**config.mk**
```make
export PLATFORM = sky130hd
export DESIGN_NAME = steer_out_buffer
export DESIGN_NICKNAME = d
export VERILOG_FILES = /design/src/rtl/steer_out_buffer.sv
export SDC_FILE = /design/constraint.sdc
export NUM_CORES = 1
export LEC_CHECK = 0
export ABC_CLOCK_PERIOD_IN_PS = 4700
export BUFFER_PORTS_ARGS = -buffer_cell sky130_fd_sc_hd__buf_4
export CAP_MARGIN = 20
export CORE_ASPECT_RATIO = 1.75
export CORE_MARGIN = 2
export CORE_UTILIZATION = 40
export CTS_CLUSTER_SIZE = 14
export DETAILED_ROUTE_END_ITERATION = 7
export GPL_TIMING_DRIVEN = 1
export PLACE_DENSITY = 0.65
export SYNTH_ARGS = -nofsm -noshare
export SYNTH_HDL_FRONTEND = slang
export SYNTH_SLANG_ARGS = --single-unit
```
**constraint.sdc**
```tcl
create_clock -name CLK -period 4.7 [get_ports CLK]
set_clock_uncertainty 0.05 [all_clocks]
set_input_delay 0.235 -clock CLK [delete_from_list [all_inputs] [get_ports CLK]]
set_output_delay 0.235 -clock CLK [all_outputs]
set_load 0.01 [all_outputs]
```
**src/rtl/steer_out_buffer.sv**
```systemverilog
// steer_out_buffer: packs four steer-module bytes into 32-bit words, buffers them in a
// first-word-fall-through FIFO and frames them into FRAME_WORDS-word frames.
module steer_out_buffer #(
  parameter int DEPTH       = 8,
  parameter int FRAME_WORDS = 512
) (
  input  logic                     CLK,
  input  logic                     rst,
  input  logic                     in_valid,
  input  logic [7:0]               in_b0,
  input  logic [7:0]               in_b1,
  input  logic [7:0]               in_b2,
  input  logic [7:0]               in_b3,
  input  logic                     out_ready,
  output logic                     out_valid,
  output logic [31:0]              out_data,
  output logic [$clog2(DEPTH):0]   count,
  output logic                     full,
  output logic                     empty,
  output logic                     overflow,
  output logic                     frame_done
);
  localparam int AW = $clog2(DEPTH);
  localparam int CW = $clog2(FRAME_WORDS) + 1;
  localparam logic [AW:0] FULL_CNT = (AW+1)'(DEPTH);
  localparam logic [CW-1:0] LAST_WORD = CW'(FRAME_WORDS);

  typedef enum logic [1:0] {IDLE, FILL, DRAIN, DONE} state_t;

  state_t        state_q, state_d;
  logic [AW-1:0] wr_q, wr_d, rd_q, rd_d;
  logic [AW:0]   count_q, count_d;
  logic [CW-1:0] wc_q, wc_d;
  logic          ovf_q, ovf_d;
  logic [31:0]   mem_q [DEPTH];
  logic          push, pop;

  assign empty     = count_q == '0;
  assign full      = count_q == FULL_CNT;
  assign out_valid = !empty;
  assign out_data  = empty ? '0 : mem_q[rd_q];
  assign count     = count_q;
  assign overflow  = ovf_q;
  assign push      = in_valid && (state_q == IDLE || state_q == FILL) && !full;
  assign pop       = out_valid && out_ready;

  always_comb begin
    wr_d    = wr_q + AW'(push);
    rd_d    = rd_q + AW'(pop);
    count_d = count_q + (AW+1)'(push) - (AW+1)'(pop);
    ovf_d   = ovf_q || (in_valid && !push);
  end

  always_ff @(posedge CLK) begin
    if (!rst) begin
      state_q <= IDLE;
      wr_q    <= '0;
      rd_q    <= '0;
      count_q <= '0;
      wc_q    <= '0;
      ovf_q   <= 1'b0;
    end else begin
      state_q <= state_d;
      wr_q    <= wr_d;
      rd_q    <= rd_d;
      count_q <= count_d;
      wc_q    <= wc_d;
      ovf_q   <= ovf_d;
    end
  end

  // Storage is deliberately left uncleared by reset; occupancy alone defines validity.
  always_ff @(posedge CLK) begin
    if (push) mem_q[wr_q] <= {in_b3, in_b2, in_b1, in_b0};
  end

  // DRAIN exits on the cycle its final pop empties the FIFO, so DONE follows that pop directly.
  always_comb begin
    state_d = state_q;
    wc_d    = wc_q;
    case (state_q)
      IDLE, FILL: begin
        if (push) begin
          wc_d    = wc_q + CW'(1);
          state_d = (wc_q + CW'(1) == LAST_WORD) ? DRAIN : FILL;
        end
      end
      DRAIN: state_d = (count_d == '0) ? DONE : DRAIN;
      DONE: begin
        state_d = IDLE;
        wc_d    = '0;
      end
      default: state_d = IDLE;
    endcase
  end

  always_comb begin
    frame_done = state_q == DONE;
  end
endmodule

```
* Word-level counts from Yosys, hierarchy flattened
Memories as Yosys holds them, arrays and structs flattened. A register that Yosys moved wholly into a read port is not among the register bits.
Index checks and enable logic that the tools add are counted.
** Word-level totals
- Input port bits :: 36
- Memories kept :: 1
- Output and inout port bits :: 41
- Bits in writable memories :: 256
- Bits in read-only memories :: 0
- Bits in registers :: 23
- Word-level logic and storage cells :: 43
- Latch bits :: 0
** Memory list
- mem_q :: words 8, bits a word 32, rd ports 1, clocked after Yosys merged registers in 1, wr ports 1, RTL line 35 : logic [31:0] mem_q [DEPTH];
** Operators by class
- Bitwise operators :: 0
- Equality and inequality tests :: 6
- Add/sub/neg operators :: 5
- Order comparisons :: 0
- Div/mod/pow operators :: 0
- $mul :: 0
- Reduce and logical (&&, ||, !) cells :: 15
- Shifts and indexed selects :: 0
- Muxes and demuxes :: 10
** Operators by type and width (number)
- 2-to-1 mux 32 bit :: 1
- case mux 10 bit (2 select lines) :: 1
- adder 10 x 1 -> 10 bit (second input constant) :: 1
- == test 10 bit (second input constant) :: 1
- 2-to-1 mux 10 bit :: 1
- zero test 4 bit :: 2
- adder 3 x 1 -> 3 bit :: 2
- case mux 2 bit (3 select lines) :: 1
- adder 4 x 1 -> 4 bit :: 1
- == test 2 bit (second input constant) :: 2
- == test 4 bit (second input constant) :: 1
- logical AND 1 bit :: 4
- 2-to-1 mux 2 bit :: 2
- subtractor 4 x 1 -> 4 bit :: 1
- zero test 1 bit :: 3
- 2-to-1 mux 1 bit :: 3
- 2-to-1 mux 3 bit :: 1
- == test 2 x 1 -> 1 bit (second input constant) :: 1
- zero test 2 bit :: 1
- logical OR 1 bit :: 2
- inequality test 2 bit (second input constant) :: 1
- AND reduction 2 bit :: 1
- nonzero test 2 bit :: 1
- OR reduction 2 bit :: 1

* Longest topological paths before layout
Gate-level depths: netlist of the first run.
- Depth in word-level cells :: 9
- Mapped depth :: 13
- Gate-level depth less buffers :: 12

* Worst setup path before layout of the first run
No wires, ideal clock.
- Path kind :: reg-to-reg
- Start point :: register count_q[2] (netlist: count[2])
- End point :: memory mem_q[2][0], enable pin
- Buffers on the path :: 1
- Library setup time :: 0.513 ns
- Data required time :: 4.137 ns
- Cell stages (with the launch flop) :: 7
- Period minus slack after synthesis :: 5.113 ns
- Slack :: -0.413 ns
- Data arrival time :: 4.550 ns
- Cell sequence :: dfxtp_1 inv_1 ha_1 or3b_4 nand3b_4 buf_4 nor4b_1
** On the way
- Word-level cells in the longest chain between the ends :: 5
** RTL lines
- from (decl) :: RTL line 32 : logic [AW:0] count_q, count_d;
- from (signal assigned) :: RTL line 66 : count_q <= count_d;
- == test 4 bit :: RTL line 39 : assign full = count_q == FULL_CNT;
- zero test 1 bit :: RTL line 44 : assign push = in_valid && (state_q == IDLE || state_q == FILL) && !full;
- logical AND 1 bit :: RTL line 44
- 2-to-1 mux 1 bit :: RTL line 74 : if (push) mem_q[wr_q] <= {in_b3, in_b2, in_b1, in_b0};
- 2-to-1 mux 1 bit (not written as such) :: RTL line 74
- to (decl) :: RTL line 35
No other way between the ends.

* Worst setup path after layout of the first run
- Start point :: register count_q[2] (netlist: count[2])
- End point :: register state_q[0]
** On the way
- Word-level cells in the longest chain between the ends :: 8
- Elaborated cells between the ends (all ways) :: 12
- Those cells by class :: 2 x add/sub; 2 x eq/ne; 2 x mux; 6 x reduce/logical
** RTL lines
- == test 4 bit :: RTL line 39
- zero test 1 bit :: RTL line 44
- logical AND 1 bit :: RTL line 44
- adder 4 x 1 -> 4 bit :: RTL line 50 : count_d = count_q + (AW+1)'(push) - (AW+1)'(pop);
- subtractor 4 x 1 -> 4 bit :: RTL line 50
- zero test 4 bit :: RTL line 88 : DRAIN: state_d = (count_d == '0) ? DONE : DRAIN;
- 2-to-1 mux 1 bit :: RTL line 88
- case mux 2 bit (3 select lines) :: RTL line 81 : case (state_q)
- to (signal assigned) :: RTL line 63 : state_q <= state_d;
- to (decl) :: RTL line 30 : state_t state_q, state_d;
Several ways; a longest one is shown, not always the timed one.
A chain may end at the register's enable or synchronous reset.

==> summary.md, run 1 <==
| Metric | Value |
|---|---|
| Sequential fraction of the synthesis area | 74.0% |
| Worst vdd ir | roughly 0.00043 V |
| Nets | a little over 700 |
| Critical path class | reg -> reg |
| Synth Instances | 554 |
| DRC | 0 |
| Most common cell in the netlist | edfxtp_1 |
| Number of flops mapped to enable cells by yosys | ~260 |
| Fraction of layout cells with a size suffix above 1 | 29.1% |
| First drt pass iteration count | 5 |
| FP Rows | 80 |
| Initial Util | about two fifths |
| Worst Setup SP | count[2]$_SDFF_PN0_ |
| Hpwl dp | about 13000 um |
| First-pass GRT wire length | approximately 34000 um |
| Synth warn | 0 |
| Delay-heaviest family, CP | adder cells |
| Startpoint Class | register |
| Share of the synthesized area in the top cell type | a little over two thirds |
| Area contributors post-synth | edfxtp_1 70%, mux4_2 13%, dfxtp_1 4.2%, mux2i_1 3.0%, nor2_1 1.7% |
| Filler cells | 2288 |
| Initial antenna violation count | 2 |
| Worst-path cell chain | inv_1 > ha_1 > nor3b_4 > buf_4 > nor2b_1 > ha_1 > inv_1 > ha_1 > inv_1 > fa_1 > nor4bb_1 > nand4_1 > o31ai_1 |
| Synthesized area | roughly 0.011 mm2 |
| Pwr Total | ~6700 uW |
| Worst endpoint required time | approximately 5100 ps |
| CP Capture Point | state_q[0]$_SDFFE_PN0P_ |
| # IOs | 77 |
| R2R Path Start | count[2]$_SDFF_PN0_ |
| Crit. path cell count | 13 |
| Outcome | finished, final reports clean |
| Cell count of the worst hold path | 4 |
| Largest net degree at the start of global routing | 66 |
| Die Height | about 220 um |
| Crit-path max FO | 35 |
| Die width | 129 um |
| Slew at the pin closest to its max-slew limit | roughly 1000 ps |
| RSZ-0062 raised after global routing | false |
| Vias | ~5500 |
| # Post-CTS Setup Buffers | 0 |
| Fin crit period | 3210 ps |
| Worst setup EP type | register |
| Slew Limit Headroom | 31.0% |
| Mapped Nets | 602 |
| Avg Inst Size Synth | slightly below 20 um2 |
| CTS tree | done |
| WP data arrival | about 3600 ps |
| Via density | slightly above 5 |
| Routed Antenna Nets | 0 |
| Power density over the cells | between 500 and 600 mW/mm2 |
| Reg area | approximately 0.0082 mm2 |
| Hold Path Class | in -> reg |
| Reg2reg end | state_q[0]$_SDFFE_PN0P_ |
| Synth async-reset ratio | 0% |
| Final Hold Fails | 0 |
| Post-synth top cells | 256 x edfxtp_1, 64 x mux4_2, 51 x nor2_1 |
| # setup viols final | 0 |
| CTS root buffer | clkbuf_16 |
| IO Port Bufs | 76 |
| DR WL/cell | just over 20 um |
| Multi-input logic area | roughly 0.0028 mm2 |
| R2R cell count | 13 |
| Max Clk Rate | between 0.3 and 0.4 GHz |
| Critical path's largest stage delay | around 500 ps |
| TritonCTS buffer count | 25 |
| Global Route Usage Sum | between 10% and 20% |
| Number of DRC markers in iteration 0 | 472 |
| FF-to-FF setup slack | ~1500 ps |
| Clock Pin Slew Worst Setup and Hold Paths | approximately 60 ps |
| Core area | between 0.02 and 0.03 mm2 |
| CTS sink count | roughly 280 |
| Lkg Pwr | between 0.004 and 0.005 uW |
| Max_cap viols | 0 |
| Grt ovf | 0 |
| Maximum clock insertion buffer count | 3 |
| Insertion delay to the later sink of the worst-skew pair | 530 ps |
| Distinct cell type count after synthesis | 49 |
| Number of global-route vias before repair | 6081 |
| Setup TNS | 0 ps |
| Post-synthesis register bit count | around 280 |
| Die area | 0.0289 mm2 |
| Main synth FF type | edfxtp_1 |
| P&R area growth vs syn | 19.9% |
| Pins over their slew limit | 0 |
| Period utilisation layout | between 60% and 70% |
| H-tree lvl count | 1 |
| CP bufs+invs | 4 |
| Gpl congestion | 0.730 |
| Synth area leader | edfxtp_1 |
| Final wirelength | roughly 22000 um |
| Slowest stage cell, crit path | fa_1 |
==> tightest hold or removal path, stage by stage <==
cell and delay, ps:
buf_4 80, nor2b_1 180, ha_1 140, and2_1 100
==> how the worst min path moves through the flow <==
stage	startpoint	end	slack (ps)
2_1_floorplan	in_b0[0]	mem_q[0][0]$_DFFE_PP_	280
3_3_place_gp	in_b0[1]	mem_q[2][1]$_DFFE_PP_	410
3_5_place_dp	overflow$_SDFF_PN0_	overflow$_SDFF_PN0_	420
4_1_cts	out_ready	rd_q[0]$_SDFF_PN0_	190
5_1_grt	out_ready	rd_q[0]$_SDFF_PN0_	260
6_report	out_ready	rd_q[0]$_SDFF_PN0_	200
==> layer usage <==
layer  vias to the layer above  routed length (um)  global-route usage (%)  share of wire, %
met4                         0                 544                    5.97               2.5
met5                         -                   0                       0                 0
li1                       2474                   -                       -                 -
met2                       143               11700                    27.6                54
met1                      2871                8590                    18.4                40
met3                        31                 877                    2.18               4.0
==> flip-flops by register name, indices dropped and copies added, names as in the netlist <==
name,count
wr_q,3
state_q,2
count,4
wc_q,10
mem_q,256
rd_q,3
overflow,1
==> repair_timing <==
action,CTS,global route
gates resized for setup,0,0
hold endpoints to repair,265,0
hold buffers,34,0
==> layout make-up <==
cell class	instances	share of cell area (%)
Antenna cell	2	0.0379
Clock buffer	41	5.34
Clock inverter	5	0.246
Inverter	12	0.341
Multi-Input combinational cell	238	20.9
Sequential cell	279	61.8
Tap cell	369	3.50
Timing Repair Buffer	122	7.92
==> report_power, final <==
| group | internal, uW | switching (uW) | total (uW) |
|---|---|---|---|
| clock network | 1030 | 848 | 1880 |
| registers | 2890 | 208 | 3100 |
| logic | 892 | 791 | 1680 |
==> logic make-up (layout without fill, tap and decap cells) <==
| group | count (synthesis) | after routing | synth area share [%] |
|---|---|---|---|
| mux | 97 | 97 | 16.1 |
| flops | 279 | 279 | 74.0 |
| buf+inv | 37 | 180 | 1.70 |
| simple gates | 97 | 97 | 4.85 |
| fa+ha+maj | 12 | 12 | 1.43 |
| other cells | 0 | 2 | 0 |
| compound gates | 26 | 26 | 1.45 |
| xor+xnor | 6 | 6 | 0.477 |
==> metrics by stage <==
| stage | worst slack (ps) | cell area [um2] | hold WS, ps | util (%) | cells |
|---|---|---|---|---|---|
| finish | 1490 | 13200 | 203 | 48.5 | 1068 |
| global route | 1250 | 13200 | 257 | 48.5 | 1068 |
| CTS | 1460 | 13200 | 188 | 48.4 | 1065 |
| detailed placement | 1480 | 12100 | 417 | 44.4 | 985 |
| global placement | 1750 | 12100 | 411 | 44.4 | 985 |
| floorplan | 426 | 11000 | 284 | - | 554 |
==> placed cells by master (no fill, tap or decap), drive strengths merged, types with 2 or more instances in the layout <==
master,netlist,layout
a21oi,13,13
nor3,4,4
buf,19,88
mux4,64,64
dlygate4sd3,0,34
nand4,4,4
nor3b,5,5
inv,12,14
clkinv,0,3
nand3,4,4
ha,11,11
dfxtp,23,23
o21ai,5,5
and2,6,6
xor2,3,3
nor4b,2,2
diode,0,2
edfxtp,256,256
nand3b,3,3
mux2i,33,33
nand2,8,8
xnor2,3,3
nor2,52,52
clkbuf,6,41
No activity file was read; power rests on OpenSTA's default activity.
==> run 2, diff against run 1 <==
--- a/config.mk
+++ b/config.mk
@@ -5,7 +5,8 @@
 export SDC_FILE = /design/constraint.sdc
 export NUM_CORES = 1
 export LEC_CHECK = 0
-export ABC_CLOCK_PERIOD_IN_PS = 4700
+export ABC_AREA = 1
+export ABC_CLOCK_PERIOD_IN_PS = 3300
 export BUFFER_PORTS_ARGS = -buffer_cell sky130_fd_sc_hd__buf_4
 export CAP_MARGIN = 20
 export CORE_ASPECT_RATIO = 1.75
@@ -14,7 +15,7 @@
 export CTS_CLUSTER_SIZE = 14
 export DETAILED_ROUTE_END_ITERATION = 7
 export GPL_TIMING_DRIVEN = 1
-export PLACE_DENSITY = 0.65
+export PLACE_DENSITY = 0.63
 export SYNTH_ARGS = -nofsm -noshare
 export SYNTH_HDL_FRONTEND = slang
 export SYNTH_SLANG_ARGS = --single-unit
==> constraint.sdc (replaced) <==
create_clock -name CLK -period 3.3 [get_ports CLK]
set_clock_uncertainty 0.05 [all_clocks]
set_input_delay 0.165 -clock CLK [delete_from_list [all_inputs] [get_ports CLK]]
set_output_delay 0.165 -clock CLK [all_outputs]
set_load 0.01 [all_outputs]
==> run 2 against run 1 <==
Largest power group unchanged. Global-route usage is 1.4 points higher. Cell count grew 31%. Routed wire length is 12% higher. Flip-flop and latch count stayed put. Highest routed layer is now met5. Worst hold slack worse by 90 ps. Largest cell class unchanged.
==> summary.md, run 2 <==
| Metric | Value |
|---|---|
| Outcome | finished, final reports clean |
| Diode count | 0 |
| IO Port Bufs | 76 |
| P&R area growth vs syn | 18.6% |
| Sequential power share | 42.1% |
| Routed Antenna Nets | 0 |
| Synth warn | 0 |
| Sw frac | 32.2% |
| Sequential fraction of the synthesis area | between 70 and 80% |
| RSZ-0062 raised after global routing | false |
| Resize count post-CTS | 0 |
| DRC | 0 |
| Placed Area | ~0.012 mm2 |
| # Post-CTS Setup Buffers | 0 |
| Slew Limit Headroom | a little over half |
| CTS root buffer | clkbuf_16 |
| CTS sink count | ~280 |
| Routed length on met2 | 13000 um |
| Max_cap viols | 0 |
| Gate power share | a little under a third |
| Avg Inst Size Synth | 12.3 um2 |
| FP Rows | 81 |
| Fraction of layout cells with a size suffix above 1 | a little over an eighth |
| # setup viols final | 0 |
| Slew at the pin closest to its max-slew limit | approximately 700 ps |
| Most frequent cells in the layout | 270 x nor2_1, 256 x edfxtp_1, 85 x buf_4 |
| Via density | between 5 and 6 |
| Maximum clock insertion buffer count | 3 |
| FF-to-FF setup slack | roughly 660 ps |
| Vias | slightly above 7000 |
| Worst endpoint required time | 3080 ps |
| Largest net degree at the start of global routing | 130 |
| Nets | ~1100 |
| Setup TNS | 0 ps |
| Cell count of the worst hold path | 6 |
| Worst vdd ir | between 0.0006 and 0.0007 V |
| Most flop-heavy register | mem_q |
| CTS tree | done |
| M1 wire length | between 9000 and 10000 um |
| Wire length on met3 | roughly 1200 um |
| Lkg Pwr | ~0.0046 uW |
| Initial Util | between 40% and 50% |
| Synth async-reset ratio | 0% |
| Gpl congestion | approximately 0.85 |
| Mapped Nets | between 900 and 1000 |
| DR WL/cell | around 17 um |
| Cell Count, Final, Fillers Out | about 1400 |
| Die Height | 226 um |
| Crit-path max FO | 66 |
| Post-synthesis register bit count | around 280 |
| Area contributors post-synth | edfxtp_1 68%, nor2_1 9.3%, o32ai_1 5.0%, dfxtp_1 4.1%, o21ai_0 3.1% |
| Initial antenna violation count | 1 |
| Hold Path Class | in -> reg |
| Distinct cell type count after synthesis | 28 |
| Psw | ~3200 uW |
| Clock power share | about a quarter |
| Number of DRC markers in iteration 0 | between 500 and 600 |
| Startpoint Class | register |
| Core area | around 0.028 mm2 |
| Multi-input logic area | 0.00274 mm2 |
| H-tree lvl count | 1 |
| Grt ovf | 0 |
| Design area | ~0.013 mm2 |
| Pins over their slew limit | 0 |
| First-pass GRT wire length | ~38000 um |
| Max Used Layer | met5 |
| Synth Instances | a little over 900 |
| Reg area | 0.00816 mm2 |
| Hold-fix buffers, CTS | 34 |
| Die width | between 100 and 150 um |
| Number of global-route vias before repair | around 7100 |
| Worst hold slack | 113 ps |
| Main synth FF type | edfxtp_1 |
| Period utilisation layout | between 80% and 90% |
| Most common cell after layout, fill and taps aside | nor2_1 |
| Most common cell in the netlist | nor2_1 |
| Share of the synthesized area in the top cell type | between 60% and 70% |
| Critical path class | reg -> out |
| Worst setup EP type | output port |
| Filler cells | approximately 2500 |
| # IOs | between 70 and 80 |
| Max Clk Rate | 0.367 GHz |
| Largest register FFs | 256 |
| Number of flops mapped to enable cells by yosys | about 260 |
| Synth area leader | edfxtp_1 |
| Cell count after placement | 1322 |
| Insertion delay to the later sink of the worst-skew pair | about 530 ps |
| R2R cell count | 8 |
| Clock Pin Slew Worst Setup and Hold Paths | around 70 ps |
| Pint | around 6800 uW |
| Hpwl dp | 14600 um |
| Final Hold Fails | 0 |
| Post-synth top cells | 278 x nor2_1, 256 x edfxtp_1, 69 x o21ai_0 |
| TritonCTS buffer count | 25 |
| Power density over the cells | roughly 750 mW/mm2 |
| Global Route Usage Sum | between 10% and 20% |
| Synthesized area | ~0.011 mm2 |
| WP data arrival | 2510 ps |
| Final wirelength | ~24000 um |
| First drt pass iteration count | 4 |
| Die area | approximately 0.03 mm2 |
| Fin crit period | around 2700 ps |
## run 2: cell count changes after synthesis, moves of 5 or more
cell      previous run  this run
inv_1               11        32
o32ai_1              1        64
nand3_1              4        12
nor2_1              51       278
o21ai_0              5        69
clkbuf_1             6        27
and2_1               5         0
o21ai_1              0        28
mux4_2              64         0
mux2i_1             33         0
nand2_1              8        53
## run 2: critical path, stage by stage (launching register included)
cell and delay [ps]:
dfxtp_4 360, inv_4 490, buf_4 390, nor2_1 60, o32ai_1 220, o21ai_1 140, nor2_1 150, buf_4 130
## run 2: power groups by stage
stage	Combinational, uW	Sequential, uW	Clock [uW]
global route	3480	4240	2830
detailed placement	3150	4290	0
floorplan	1990	4260	0
CTS	3190	4220	2720
finish	3140	4220	2660
global placement	3120	4290	0
## run 2: stage by stage
step                      total power, uW  setup slack [ps]  utilization [%]
after floorplan                      6250               206                -
after global placement               7410               785             44.2
after detailed placement             7440               659             44.2
after CTS                           10100               522             48.0
after global routing                10600               373             48.0
final                               10000               572             48.0
## run 2: final cells by class
cell class                      count  area share (%)
Clock buffer                       33            4.92
Clock inverter                      8           0.507
Multi-Input combinational cell    545            20.6
Timing Repair Buffer              126            8.39
Sequential cell                   279            61.2
Inverter                           33           0.948
Tap cell                          373            3.50
## run 2: layer usage
metal,vias to the layer above,global-route usage [%]
li1,3468,-
met1,3530,19.6
met2,167,30.4
met3,44,2.89
met4,2,6.11
met5,-,0
## run 2: final timing paths
check | from | end
setup / recovery | rd_q[0]$_SDFF_PN0_ | out_data[24]
hold / removal | out_ready | rd_q[0]$_SDFF_PN0_
setup reg to reg | count[2]$_SDFF_PN0_ | mem_q[3][8]$_DFFE_PP_
hold reg to reg | wc_q[9]$_SDFFE_PN0P_ | wc_q[9]$_SDFFE_PN0P_
## run 2: logic make-up after synthesis
logic type / count (synthesis) / synth area share [%]
adders and majority gates: 12 / 1.40
and+or+nand+nor: 351 / 12.0
AOI/OAI and AO/OA: 178 / 10.1
buffers and inverters: 88 / 3.65
xor gates and xnor gates: 4 / 0.312
DFF: 279 / 72.5
